--- config.mk ---
export PLATFORM = sky130hd
export DESIGN_NAME = countdown_timer_flat
export DESIGN_NICKNAME = d
export VERILOG_FILES = /design/src/rtl/countdown_timer_pkg.sv /design/src/rtl/countdown_timer_if.sv /design/src/rtl/countdown_timer_tick.sv /design/src/rtl/countdown_timer.sv /design/src/flat_wrapper.sv
export SDC_FILE = /design/constraint.sdc
export NUM_CORES = 1
export LEC_CHECK = 0
export BUFFER_PORTS_ARGS = -buffer_cell sky130_fd_sc_hd__buf_4
export CAP_MARGIN = 30
export CELL_PAD_IN_SITES_DETAIL_PLACEMENT = 0
export CELL_PAD_IN_SITES_GLOBAL_PLACEMENT = 2
export CORE_MARGIN = 10
export CORE_UTILIZATION = 40
export DETAILED_ROUTE_END_ITERATION = 10
export PLACE_DENSITY_LB_ADDON = 0.1
export SETUP_SLACK_MARGIN = 0.2
export SLEW_MARGIN = 20
export SYNTH_ARGS = -nofsm -noshare
export SYNTH_HDL_FRONTEND = slang
export SYNTH_HIERARCHICAL = 1
export SYNTH_SLANG_ARGS = --single-unit
--- constraint.sdc ---
create_clock -name clk -period 2.8 [get_ports clk]
set_input_delay 0.28 -clock clk [delete_from_list [all_inputs] [get_ports clk]]
set_output_delay 0.28 -clock clk [all_outputs]
set_load 0.01 [all_outputs]
--- src/rtl/countdown_timer_pkg.sv ---
// rtl/countdown_timer_pkg.sv - shared state encoding and derived-constant helpers for countdown_timer
package countdown_timer_pkg;

  typedef enum logic [1:0] {
    ST_IDLE  = 2'd0,
    ST_RUN   = 2'd1,
    ST_PAUSE = 2'd2,
    ST_ALARM = 2'd3
  } state_e;

  // Prescaler compare value: last count before a tick is issued.
  function automatic int prescale_max(input int clock_freq, input int tick_div);
    return (clock_freq / tick_div) - 1;
  endfunction

  function automatic int cnt_width(input int max_val);
    return (max_val < 2) ? 1 : $clog2(max_val + 1);
  endfunction

endpackage

--- src/rtl/countdown_timer_if.sv ---
// rtl/countdown_timer_if.sv - control/status bundle between the button pulses and countdown_timer
interface countdown_timer_if #(
  parameter int BIT_DEPTH          = 16,
  parameter int MEM_ADDR_BIT_DEPTH = 2
);

  logic                          start_stop;
  logic                          load;
  logic                          store;
  logic [MEM_ADDR_BIT_DEPTH-1:0] select;
  logic [BIT_DEPTH-1:0]          preset_in;
  logic [BIT_DEPTH-1:0]          remaining;
  logic                          running;
  logic                          alarm;
  logic                          done;

  modport master (
    output start_stop, load, store, select, preset_in,
    input  remaining, running, alarm, done
  );

  modport slave (
    input  start_stop, load, store, select, preset_in,
    output remaining, running, alarm, done
  );

endinterface

--- src/rtl/countdown_timer_tick.sv ---
// rtl/countdown_timer_tick.sv - enable-gated prescaler issuing one tick every MAX_COUNT+1 enabled cycles
module countdown_timer_tick
  import countdown_timer_pkg::*;
#(
  parameter int MAX_COUNT = 9
) (
  input  logic clk,
  input  logic reset_i,
  input  logic enable_i,
  output logic tick_o
);

  localparam int W = cnt_width(MAX_COUNT);

  logic [W-1:0] cnt_q;
  logic [W-1:0] cnt_d;

  // Wrap to zero is done by the parent folding tick_o back into reset_i.
  assign tick_o = enable_i && (cnt_q == W'(MAX_COUNT));

  always_comb begin
    cnt_d = cnt_q;
    if (enable_i) begin
      cnt_d = cnt_q + W'(1);
    end
  end

  always_ff @(posedge clk) begin
    if (reset_i) begin
      cnt_q <= '0;
    end else begin
      cnt_q <= cnt_d;
    end
  end

endmodule

--- src/rtl/countdown_timer.sv ---
// rtl/countdown_timer.sv - preset countdown with slot memory and sticky alarm; COUNTDOWN_TIMER_AUTO_RELOAD_EN enables auto reload
module countdown_timer
  import countdown_timer_pkg::*;
#(
  parameter int BIT_DEPTH          = 16,
  parameter int MEM_SIZE           = 4,
  parameter int MEM_ADDR_BIT_DEPTH = 2,
  parameter int CLOCK_FREQ         = 50000000,
  parameter int TICK_DIV           = 10
) (
  input  logic             clk,
  input  logic             reset,
  countdown_timer_if.slave bus
);

  localparam int PRESCALE_MAX = prescale_max(CLOCK_FREQ, TICK_DIV);

  state_e               state_q;
  state_e               state_d;
  logic [BIT_DEPTH-1:0] remaining_q;
  logic [BIT_DEPTH-1:0] remaining_d;
  logic                 done_q;
  logic                 done_d;
  logic [BIT_DEPTH-1:0] slot_q [MEM_SIZE];

  logic [BIT_DEPTH-1:0] slot_rd;
  logic                 sel_hit;
  logic                 tick;
  logic                 start_from_idle;
  logic                 load_take;

`ifdef COUNTDOWN_TIMER_AUTO_RELOAD_EN
  logic [BIT_DEPTH-1:0] reload_q;
  logic [BIT_DEPTH-1:0] reload_d;
`endif

  // Out-of-range selects simply never match, so they read and write nothing.
  always_comb begin
    slot_rd = '0;
    sel_hit = 1'b0;
    for (int i = 0; i < MEM_SIZE; i++) begin
      if (bus.select == MEM_ADDR_BIT_DEPTH'(i)) begin
        slot_rd = slot_q[i];
        sel_hit = 1'b1;
      end
    end
  end

  countdown_timer_tick #(
    .MAX_COUNT (PRESCALE_MAX)
  ) u_tick (
    .clk      (clk),
    .reset_i  (reset || load_take || start_from_idle || tick),
    .enable_i (state_q == ST_RUN),
    .tick_o   (tick)
  );

  always_comb begin
    state_d         = state_q;
    remaining_d     = remaining_q;
    done_d          = 1'b0;
    start_from_idle = 1'b0;
    load_take       = 1'b0;
`ifdef COUNTDOWN_TIMER_AUTO_RELOAD_EN
    reload_d        = reload_q;
`endif

    if (state_q == ST_RUN) begin
      if (tick) begin
        remaining_d = remaining_q - BIT_DEPTH'(1);
        if (remaining_q == BIT_DEPTH'(1)) begin
          done_d = 1'b1;
`ifdef COUNTDOWN_TIMER_AUTO_RELOAD_EN
          if (reload_q != '0) begin
            remaining_d = reload_q;
            if (bus.start_stop) begin
              state_d = ST_PAUSE;
            end
          end else begin
            state_d = ST_ALARM;
          end
`else
          state_d = ST_ALARM;
`endif
        end else if (bus.start_stop) begin
          state_d = ST_PAUSE;
        end
      end else if (bus.start_stop) begin
        state_d = ST_PAUSE;
      end
    end else if (bus.start_stop) begin
      unique case (state_q)
        ST_IDLE: begin
          if (remaining_q != '0) begin
            state_d         = ST_RUN;
            start_from_idle = 1'b1;
          end
        end
        ST_PAUSE: state_d = ST_RUN;
        default:  state_d = ST_IDLE;
      endcase
    end else if (bus.load && sel_hit) begin
      load_take   = 1'b1;
      remaining_d = slot_rd;
      state_d     = ST_IDLE;
`ifdef COUNTDOWN_TIMER_AUTO_RELOAD_EN
      reload_d    = slot_rd;
`endif
    end
  end

  always_ff @(posedge clk) begin
    if (reset) begin
      state_q     <= ST_IDLE;
      remaining_q <= '0;
      done_q      <= 1'b0;
`ifdef COUNTDOWN_TIMER_AUTO_RELOAD_EN
      reload_q    <= '0;
`endif
    end else begin
      state_q     <= state_d;
      remaining_q <= remaining_d;
      done_q      <= done_d;
`ifdef COUNTDOWN_TIMER_AUTO_RELOAD_EN
      reload_q    <= reload_d;
`endif
    end
  end

  // Store reads no state, so it lands alongside whatever else happens this cycle.
  always_ff @(posedge clk) begin
    if (reset) begin
      for (int i = 0; i < MEM_SIZE; i++) begin
        slot_q[i] <= '0;
      end
    end else if (bus.store) begin
      for (int i = 0; i < MEM_SIZE; i++) begin
        if (bus.select == MEM_ADDR_BIT_DEPTH'(i)) begin
          slot_q[i] <= bus.preset_in;
        end
      end
    end
  end

  assign bus.remaining = remaining_q;
  assign bus.running   = (state_q == ST_RUN);
  assign bus.alarm     = (state_q == ST_ALARM);
  assign bus.done      = done_q;

endmodule

--- src/flat_wrapper.sv ---
// flat-port wrapper written by rule: the top's interface ports become plain ports
module countdown_timer_flat import countdown_timer_pkg::*;
#(
  parameter int BIT_DEPTH          = 16,
  parameter int MEM_SIZE           = 4,
  parameter int MEM_ADDR_BIT_DEPTH = 2,
  parameter int CLOCK_FREQ         = 50000000,
  parameter int TICK_DIV           = 10
)
  (clk, reset, bus_start_stop, bus_load, bus_store, bus_select, bus_preset_in, bus_remaining, bus_running, bus_alarm, bus_done);
  countdown_timer_if #(.BIT_DEPTH(BIT_DEPTH), .MEM_ADDR_BIT_DEPTH(MEM_ADDR_BIT_DEPTH)) bus_i ();
  input  logic clk;
  input  logic reset;
  input wire logic [$bits(bus_i.start_stop)-1:0] bus_start_stop;
  input wire logic [$bits(bus_i.load)-1:0] bus_load;
  input wire logic [$bits(bus_i.store)-1:0] bus_store;
  input wire logic [$bits(bus_i.select)-1:0] bus_select;
  input wire logic [$bits(bus_i.preset_in)-1:0] bus_preset_in;
  output wire logic [$bits(bus_i.remaining)-1:0] bus_remaining;
  output wire logic [$bits(bus_i.running)-1:0] bus_running;
  output wire logic [$bits(bus_i.alarm)-1:0] bus_alarm;
  output wire logic [$bits(bus_i.done)-1:0] bus_done;
  assign bus_i.start_stop = bus_start_stop;
  assign bus_i.load = bus_load;
  assign bus_i.store = bus_store;
  assign bus_i.select = bus_select;
  assign bus_i.preset_in = bus_preset_in;
  assign bus_remaining = bus_i.remaining;
  assign bus_running = bus_i.running;
  assign bus_alarm = bus_i.alarm;
  assign bus_done = bus_i.done;
  countdown_timer #(.BIT_DEPTH(BIT_DEPTH), .MEM_SIZE(MEM_SIZE), .MEM_ADDR_BIT_DEPTH(MEM_ADDR_BIT_DEPTH), .CLOCK_FREQ(CLOCK_FREQ), .TICK_DIV(TICK_DIV)) u_core (.clk(clk), .reset(reset), .bus(bus_i));
endmodule
* After elaboration in Yosys (flattened, before gate mapping)
Memory sizes are Yosys's and may differ from the RTL's. Cells that the tools add are included.
Storage, ports and cells: memories 1, bits in read-only memories 0, bits of input ports 23, bits in latches 0, output and inout port bits 19, register bits 42, bits in writable memories 64
Operators by class: bitwise gates (word level) 6, multiply operators 0, shift-type cells 0, multiplexer cells 49, magnitude comparators 0, reductions and logical operators 13, $add $sub $neg 2, div/mod/pow operators 0, equality and inequality tests 11
Memories:
- u_core.slot_q | words 4, width 16, read ports 4, clocked after memory_dff 0, write ports 4, line countdown_timer.sv:24 | logic [BIT_DEPTH-1:0] slot_q [MEM_SIZE];
Operator list (count):
- two-way mux 16 bit | 12
- two-way mux 1 bit | 29
- adder 23 x 1 -> 23 bit, second input constant | 1
- equality test 23 bit, second input constant | 1
- equality test 16 x 1 -> 1 bit, second input constant | 1
- nonzero test 16 bit | 1
- subtractor 16 x 1 -> 16 bit, second input constant | 1
- two-way mux 2 bit | 7
- equality test 2 bit, second input constant | 4
- equality test 2 x 1 -> 1 bit, second input constant | 2
- logical NOT 2 bit | 2
- inequality test 2 x 1 -> 1 bit, second input constant | 2
- inequality test 4 x 3 -> 1 bit, second input constant | 1
- bitwise OR 1 bit | 4
- one-hot mux 2 bit (2 select lines) | 1
- logical OR 1 bit | 3
- AND reduction 3 bit | 1
- nonzero test 3 bit | 1
- OR reduction 3 bit | 1
- logical AND 1 bit | 2
- inverter 1 bit | 2
- AND reduction 2 bit | 1
- nonzero test 2 bit | 1

* Logic depth before layout (Yosys ltp)
Gate-level depths: netlist of run 1.
depth in word-level cells 12, depth in mapped cells 11

* Hierarchy
The synthesis of run 1 kept the hierarchy.
By module, submodules not included:
- countdown_timer | seq. area each 2302.2 um^2, cells an instance 320, instances 1, area each 3957.5 um^2
- countdown_timer_tick | seq. area each 460.4 um^2, cells an instance 126, instances 1, area each 1096.1 um^2

* Least setup slack after synthesis of run 1
OpenSTA, ideal clock, no wires.
path type register to register, start register u_core.state_q[1], end register u_core.state_q[0], data arrival time 2.468 ns, library setup time 0.088 ns, cell stages (with the launch flop) 12, required time 2.712 ns, slack 0.244 ns, period minus slack after synthesis 2.556 ns, path buffers 2, cell sequence dfxtp_1 > nand2b_1 > clkbuf_1 > clkinv_1 > buf_2 > nand4_4 > nor4_1 > inv_1 > nor2_1 > nand4_1 > and3b_1 > nor4_2
Between the ends: longest elaborated chain between the ends 4
Ends and longest elaborated chain:
- start: declaration | line countdown_timer.sv:18 | state_e state_q;
- start signal: assignment | line countdown_timer.sv:121 | state_q <= state_d;
- equality test 2 x 1 -> 1 bit
- named net bus_running | line flat_wrapper.sv:20 | output wire logic [$bits(bus_i.running)-1:0] bus_running;
- logical AND 1 bit | line countdown_timer_tick.sv:19 | assign tick_o = enable_i && (cnt_q == W'(MAX_COUNT));
- named net u_core.tick | line countdown_timer.sv:28 | logic tick;
- two-way mux 2 bit | line countdown_timer.sv:69 | if (tick) begin
- two-way mux 2 bit | line countdown_timer.sv:68 | if (state_q == ST_RUN) begin
The timed path passes the listed nets, and every way through them passes these cells. A chain may end at the register's enable or synchronous reset.

* Worst setup path after layout of run 1
start register u_core.remaining_q[0], in the netlist u_core/bus.remaining[0], end register u_core.u_tick.cnt_q[19]
Between the ends: longest elaborated chain between the ends 7
Ends and longest elaborated chain:
- start: declaration | line countdown_timer.sv:20 | logic [BIT_DEPTH-1:0] remaining_q;
- start signal: assignment | line countdown_timer.sv:122 | remaining_q <= remaining_d;
- nonzero test 16 bit | line countdown_timer.sv:94 | if (remaining_q != '0) begin
- two-way mux 1 bit | line countdown_timer.sv:94
- two-way mux 1 bit | line countdown_timer.sv:92 | unique case (state_q)
- two-way mux 1 bit | line countdown_timer.sv:91 | end else if (bus.start_stop) begin
- two-way mux 1 bit | line countdown_timer.sv:68
- logical OR 1 bit (2 in series) | line countdown_timer.sv:53 | .reset_i (reset || load_take || start_from_idle || tick),
- end signal: assignment | line countdown_timer_tick.sv:32 | cnt_q <= cnt_d;
- end: declaration | line countdown_timer_tick.sv:15 | logic [W-1:0] cnt_q;
No other way between the ends.

==> metrics.yaml, run 1 <==
clock_tree:
  clock-sinks: 106
  clk_pin_slew_ns: 0.07
  ctsRootBufferMaster: "clkbuf_16"
  htree_levels: 3
  numCtsBuffers: 9
  insertion_delay_ns: 0.35
  cts_setup_buffers: 0
  cts_tree: "done"
  clock_path_buffers: 2
cells_and_area:
  area_growth_pct: 16.6
  final_common_cell: "and2_1"
  drive_above_1_share: 0.204
  layout_common_cells: "and2_1, edfxtp_1, buf_4, dfxtp_1, nor2_1"
  antennaDiodeCount: 0
  nFillCells: 1195
  layout.nets: 515
floorplan:
  die_h_microns: 132
  core_sq_mm: 0.0125
  dieArea_sq_mm: 0.0175
  ios: 42
  rows: 41
  die_w_microns: 132
  initial_core_util: 0.404
critical_path:
  r2r_end: "u_core/u_tick/cnt_q[19]$_SDFFE_PP0P_"
  crit_type: "register to register"
  cp-end-kind: "register"
  rrSetupSlack_ns: 0.42
  r2r_start: "u_core/bus.remaining[0]$_SDFFE_PP0P_"
  crit_arrival_ns: 2.66
  startpoint: "u_core/bus.remaining[0]$_SDFFE_PP0P_"
  slowest_delay_ns: 0.47
  cp_cell_sequence: "inv_1 > ha_1 > or3b_4 > nor2_1 > a31oi_1 > or4_1 > buf_4 > a21oi_1"
  start_kind: "register"
  reg2regPathDepth: 8
  cp-endpoint: "u_core/u_tick/cnt_q[19]$_SDFFE_PP0P_"
  slowest_stage: "or4_1"
  crit_required_ns: 3.08
  worstPathMaxFanout: 23
logic_synthesis:
  synth_area_leader_cell: "edfxtp_1"
  synth-edff-count: 64
  synth_seq_area_share: 0.547
  yosysUniqueCellTypes: 56
  synth_nets: 472
  synth_top_area_frac: 0.380
  synth.avg_cell_area_sq_um: 11.3
  synth_area_sq_mm: 0.00505
  syn_inst: 446
  synth_warnings: 6
  yosys-top-cells-area: "edfxtp_1, dfxtp_1, and2_1"
  synth_ff_type: "edfxtp_1"
  synth-seq-cells: 106
  async_flop_share: 0
sta:
  rsz0062_at_grt: "no"
  fmax_ghz: 0.421
  setup_viol: 0
  tightest_slew_ns: 0.752
  final.setup.tns_ns: 0
  post-route-period-util: 0.849
  slew-limit-headroom: 0.499
  finalHoldViolations: 0
  clock_skew_ns: 0.00745
  layout_min_cycle_time_ns: 2.38
  drv_slew: 0
  fin_ws_ns: 0.423
global_routing:
  grt_antenna_before_repair: 0
  grt_max_degree: 26
  grt_usage: 0.140
  overflow: 0
  grt_pass1_wl_microns: 19600
  first_global_vias: 3618
placed_design:
  hpwlAfterDp_microns: 8490
  io_buffers: 41
  place_ws_ns: 0.389
  routabilityCongestion: 0.786
drt:
  wl_met2_microns: 5870
  routed-wl-met3_microns: 429
  initialDrtViolationCount: 192
  drt-total-wl_microns: 12100
  wl_per_cell_microns: 18.2
  wl_met1_microns: 5590
  dr_total_vias: 3546
  antenna_left: 0
  firstDrtPassIters: 4
  drc: 0
  via_per_inst: 5.32
  highest_layer: "met4"
pwr:
  leakage_nw: 2.09
  cellPowerDensity_mw_per_mm2: 599
  switching_share: 0.254
  p_int_mw: 2.63
  p_sw_mw: 0.895
  ir_drop_mv: 0.296
  comb_power_share: 0.127
  p_seq_frac: 0.507
  clkPwrFrac: 0.366
hold_path:
  hold_path.class: "input port to register"
outcome:
  outcome: "complete, no violations"
job:
  max_cap_violations: 0
==> cells in the mapped netlist (all sizes together), types with 2 or more instances <==
| library cell | instances |
|---|---|
| nand3 | 9 |
| and3 | 5 |
| a21oi | 29 |
| nand2 | 19 |
| a211oi | 3 |
| nor4 | 14 |
| xor2 | 4 |
| nand2b | 3 |
| nand4 | 8 |
| nor3 | 10 |
| edfxtp | 64 |
| o311ai | 3 |
| xnor2 | 8 |
| a31oi | 4 |
| or3 | 14 |
| a22oi | 4 |
| buf | 7 |
| clkbuf | 17 |
| nor3b | 3 |
| dfxtp | 42 |
| mux4 | 16 |
| mux2i | 2 |
| o21ai | 19 |
| o31ai | 4 |
| or4 | 6 |
| and2 | 66 |
| nor4b | 2 |
| ha | 3 |
| inv | 7 |
| a31o | 2 |
| nor2 | 34 |
==> timing repair <==
| item | 4_1_cts | 5_1_grt |
|---|---|---|
| endpoints found under the setup margin | 0 | 5 |
| gates resized for setup | 0 | 1 |
| hold buffers | 0 | 0 |
==> registers in the layout, indices dropped and copies added, names as in the netlist <==
name / count
u_core/bus.done: 1
u_core/bus.remaining: 16
u_core/slot_q: 64
u_core/state_q: 2
u_core/u_tick/cnt_q: 23
==> stage by stage <==
step	cells	total power, mW	util	hold slack, ns	area, sq um
global placement	650	2.27	0.446	0.478	5590
finish	666	3.53	0.471	0.220	5890
CTS	666	3.57	0.471	0.204	5890
detailed placement	650	2.27	0.446	0.480	5590
global route	666	3.68	0.471	0.216	5890
floorplan	446	2.10	-	0.447	5050
==> kinds of logic after synthesis <==
| kind of cell | share of synthesized area |
|---|---|
| buffers and inverters | 0.0260 |
| AO/OA/AOI/OAI | 0.0872 |
| XOR/XNOR | 0.0208 |
| AND/OR/NAND/NOR | 0.234 |
| adder cells (fa/ha/maj) | 0.00743 |
| multiplexers | 0.0775 |
| flip-flops | 0.547 |
==> power groups by stage <==
stage,clock network (mW),registers (mW),logic [mW]
floorplan,0,1.82,0.277
global placement,0,1.82,0.448
detailed placement,0,1.83,0.446
CTS,1.33,1.79,0.448
global route,1.39,1.80,0.490
finish,1.29,1.79,0.447
==> how the worst min path moves through the flow <==
stage / from / to / slack (ns) / depth (start not counted)
2_1_floorplan: u_core/u_tick/cnt_q[22]$_SDFFE_PP0P_ / u_core/u_tick/cnt_q[22]$_SDFFE_PP0P_ / 0.45 / 2
3_3_place_gp: u_core/u_tick/cnt_q[22]$_SDFFE_PP0P_ / u_core/u_tick/cnt_q[22]$_SDFFE_PP0P_ / 0.48 / 2
5_1_grt: bus_preset_in[0] / u_core/slot_q[3][0]$_SDFFCE_PN0P_ / 0.22 / 2
3_5_place_dp: u_core/u_tick/cnt_q[22]$_SDFFE_PP0P_ / u_core/u_tick/cnt_q[22]$_SDFFE_PP0P_ / 0.48 / 2
6_report: bus_preset_in[0] / u_core/slot_q[1][0]$_SDFFCE_PN0P_ / 0.22 / 2
4_1_cts: bus_preset_in[0] / u_core/slot_q[1][0]$_SDFFCE_PN0P_ / 0.20 / 2
==> critical path, delay by kind of cell, from the launching register on <==
| kind | cells | cell delay [ns] |
|---|---|---|
| and+or+nand+nor | 3 | 1.14 |
| DFF | 1 | 0.37 |
| buffers and inverters | 2 | 0.31 |
| AOI/OAI and AO/OA | 2 | 0.25 |
| adders and majority gates | 1 | 0.21 |
==> routing by layer <==
layer | track usage | up-vias
met5 | 0 | -
met1 | 0.178 | 1700
li1 | - | 1753
met3 | 0.0271 | 17
met2 | 0.229 | 76
met4 | 0.0593 | 0
==> layout make-up <==
| class | count | area, sq um | share of cell area |
|---|---|---|---|
| Tap cell | 172 | 215 | 0.0365 |
| Clock buffer | 9 | 225 | 0.0382 |
| Multi-Input combinational cell | 308 | 2160 | 0.367 |
| Clock inverter | 7 | 76.3 | 0.0130 |
| Sequential cell | 106 | 2760 | 0.469 |
| Timing Repair Buffer | 56 | 420 | 0.0714 |
| Inverter | 8 | 30.0 | 0.00510 |
Note: power is estimated with default switching activity, not from simulation.
==> run 2, diff against run 1 <==
- CORE_UTILIZATION: 40 -> 36
- clock period: 2.8 -> 1.9 ns (I/O delays scaled with it)
==> run 2 against run 1 <==
  * Critical path type unchanged
  * Critical path depth down 1
  * Final cell count up 13%
  * Worst hold slack worse by 0.090 ns
  * Clock skew up 0.0020 ns
  * Wire length up 16%
  * Clock power up 39%
  * Global-route usage up 0.24 points
  * The flow now finishes with violations (setup timing)
  * Fmax up 17%
  * Total power up 55%
  * Combinational power up 140%
  * Sequential power up 46%
==> metrics.yaml, run 2 (synthesis gave the netlist of run 1 again) <==
sta:
  timing.hold.ws_ns: 0.131
  tightest_slew_ns: 0.759
  rsz0062_at_grt: "yes"
  layout_min_cycle_time_ns: 2.03
  post-route-period-util: 1.07
  finalHoldViolations: 0
  slew-limit-headroom: 0.494
  setup_viol: 31
  clock_skew_ns: 0.00947
  drv_slew: 0
  fin_ws_ns: -0.127
  fmax_ghz: 0.493
  final.setup.tns_ns: -2.32
clock_tree:
  insertion_delay_ns: 0.35
  ctsRootBufferMaster: "clkbuf_16"
  numCtsBuffers: 9
  clock-sinks: 106
  clock_path_buffers: 2
  clk_pin_slew_ns: 0.08
  htree_levels: 3
  cts_tree: "done"
drt:
  drt-total-wl_microns: 14000
  firstDrtPassIters: 5
  dr_total_vias: 3897
  drc: 0
  antenna_left: 0
  via_per_inst: 5.16
  wl_per_cell_microns: 18.5
  initialDrtViolationCount: 131
pwr:
  comb_power_share: 0.195
  cellPowerDensity_mw_per_mm2: 789
  p_seq_frac: 0.478
  ir_drop_mv: 0.558
  switching_share: 0.272
  p_sw_mw: 1.49
  clkPwrFrac: 0.327
  leakage_nw: 2.57
  p_int_mw: 3.99
  total_power_mw: 5.48
cells_and_area:
  layout_common_cells: "buf_4, and2_1, edfxtp_1, dfxtp_1, nor2_1"
  antennaDiodeCount: 0
  largest_register_ffs: 64
  final_common_cell: "buf_4"
  layout.nets: 596
  finish.utilization: 0.502
  area_growth_pct: 37.4
  fin_cells: 755
  regMostFlops: "u_core/slot_q"
  drive_above_1_share: 0.437
  final_area_sq_mm: 0.00694
critical_path:
  cp-end-kind: "register"
  cp_cell_sequence: "inv_2 > ha_4 > or3b_4 > nor2_4 > a31oi_4 > or4_4 > a21oi_1"
  path_delay_family: "simple AND/OR/NAND/NOR gates"
  slowest_stage: "or4_4"
  crit_type: "register to register"
  crit_arrival_ns: 2.30
  start_kind: "register"
  reg2regPathDepth: 7
  crit_cells: 7
  cp-endpoint: "u_core/u_tick/cnt_q[17]$_SDFFE_PP0P_"
  crit_required_ns: 2.17
  rrSetupSlack_ns: -0.13
  slowest_delay_ns: 0.59
  startpoint: "u_core/bus.remaining[0]$_SDFFE_PP0P_"
  path_buf_inv: 1
  r2r_end: "u_core/u_tick/cnt_q[17]$_SDFFE_PP0P_"
  r2r_start: "u_core/bus.remaining[0]$_SDFFE_PP0P_"
  worstPathMaxFanout: 6
placed_design:
  place_ws_ns: -0.254
  routabilityCongestion: 0.847
  hpwlAfterDp_microns: 9530
  place_inst: 723
  placed_area_sq_mm: 0.00620
  io_buffers: 41
global_routing:
  grt_usage: 0.143
  grt_pass1_wl_microns: 21900
  grt_antenna_before_repair: 0
  overflow: 0
  first_global_vias: 3901
  grt_max_degree: 28
hold_path:
  hold_path.class: "input port to register"
job:
  max_cap_violations: 0
floorplan:
  core_sq_mm: 0.0138
  initial_core_util: 0.365
  rows: 43
  ios: 42
  die_h_microns: 138
  die_w_microns: 138
  dieArea_sq_mm: 0.0192
outcome:
  outcome: "finished, violations left"
  violations: "setup timing"
## run 2: cell count changes in the layout (fill, tap and decap cells not counted), sizes merged
| cell | previous run | this run |
|---|---|---|
| or4 | 6 | 9 |
| clkinv | 4 | 3 |
| buf | 56 | 134 |
| inv | 9 | 11 |
| bufinv | 1 | 0 |
## run 2: worst min-delay path by stage
stage,startpoint,end,depth (start not counted)
final,bus_preset_in[9],u_core/slot_q[3][9]$_SDFFCE_PN0P_,2
after CTS,bus_preset_in[13],u_core/slot_q[2][13]$_SDFFCE_PN0P_,2
after floorplan,bus_start_stop,u_core/state_q[1]$_SDFFE_PP0P_,2
after detailed placement,bus_preset_in[5],u_core/slot_q[0][5]$_SDFFCE_PN0P_,2
after global placement,bus_preset_in[0],u_core/slot_q[2][0]$_SDFFCE_PN0P_,2
after global routing,bus_preset_in[8],u_core/slot_q[2][8]$_SDFFCE_PN0P_,2
## run 2: final cells by class
class                   count  area, sq um
repair buffers            134         1070
inverters                   8         47.5
flip-flops and latches    106         2780
multi-input cells         311         2540
well taps                 180          225
fillers                  1271         6890
clock inverters             7         57.6
clock buffers               9          225
## run 2: worst reg2reg max path: stages, from the launching register on
cell and delay (ns):
dfxtp_4 0.36, inv_2 0.06, ha_4 0.12, or3b_4 0.40, nor2_4 0.15, a31oi_4 0.12, or4_4 0.59, a21oi_1 0.15
## run 2: power by group through the flow
stage	clock [mW]	combinational [mW]	sequential, mW
finish	1.79	1.07	2.62
global route	1.94	1.14	2.64
CTS	1.86	1.02	2.62
detailed placement	0	0.857	2.67
global placement	0	0.855	2.66
floorplan	0	0.474	2.68
## run 2: layer usage
metal  vias up  share of wire  track usage
li1       1915              -            -
met4         0          0.013       0.0422
met2        67           0.48        0.233
met1      1899           0.48        0.185
met3        16          0.028       0.0301
met5         -              0            0
## run 2: what timing repair did
item	4_1_cts	5_1_grt
pin swaps	20	20
cloned	4	0
resized for setup	59	31
hold buffers	0	0
endpoints found under the hold margin	0	0
setup buffers	9	3
setup endpoints to repair	42	42
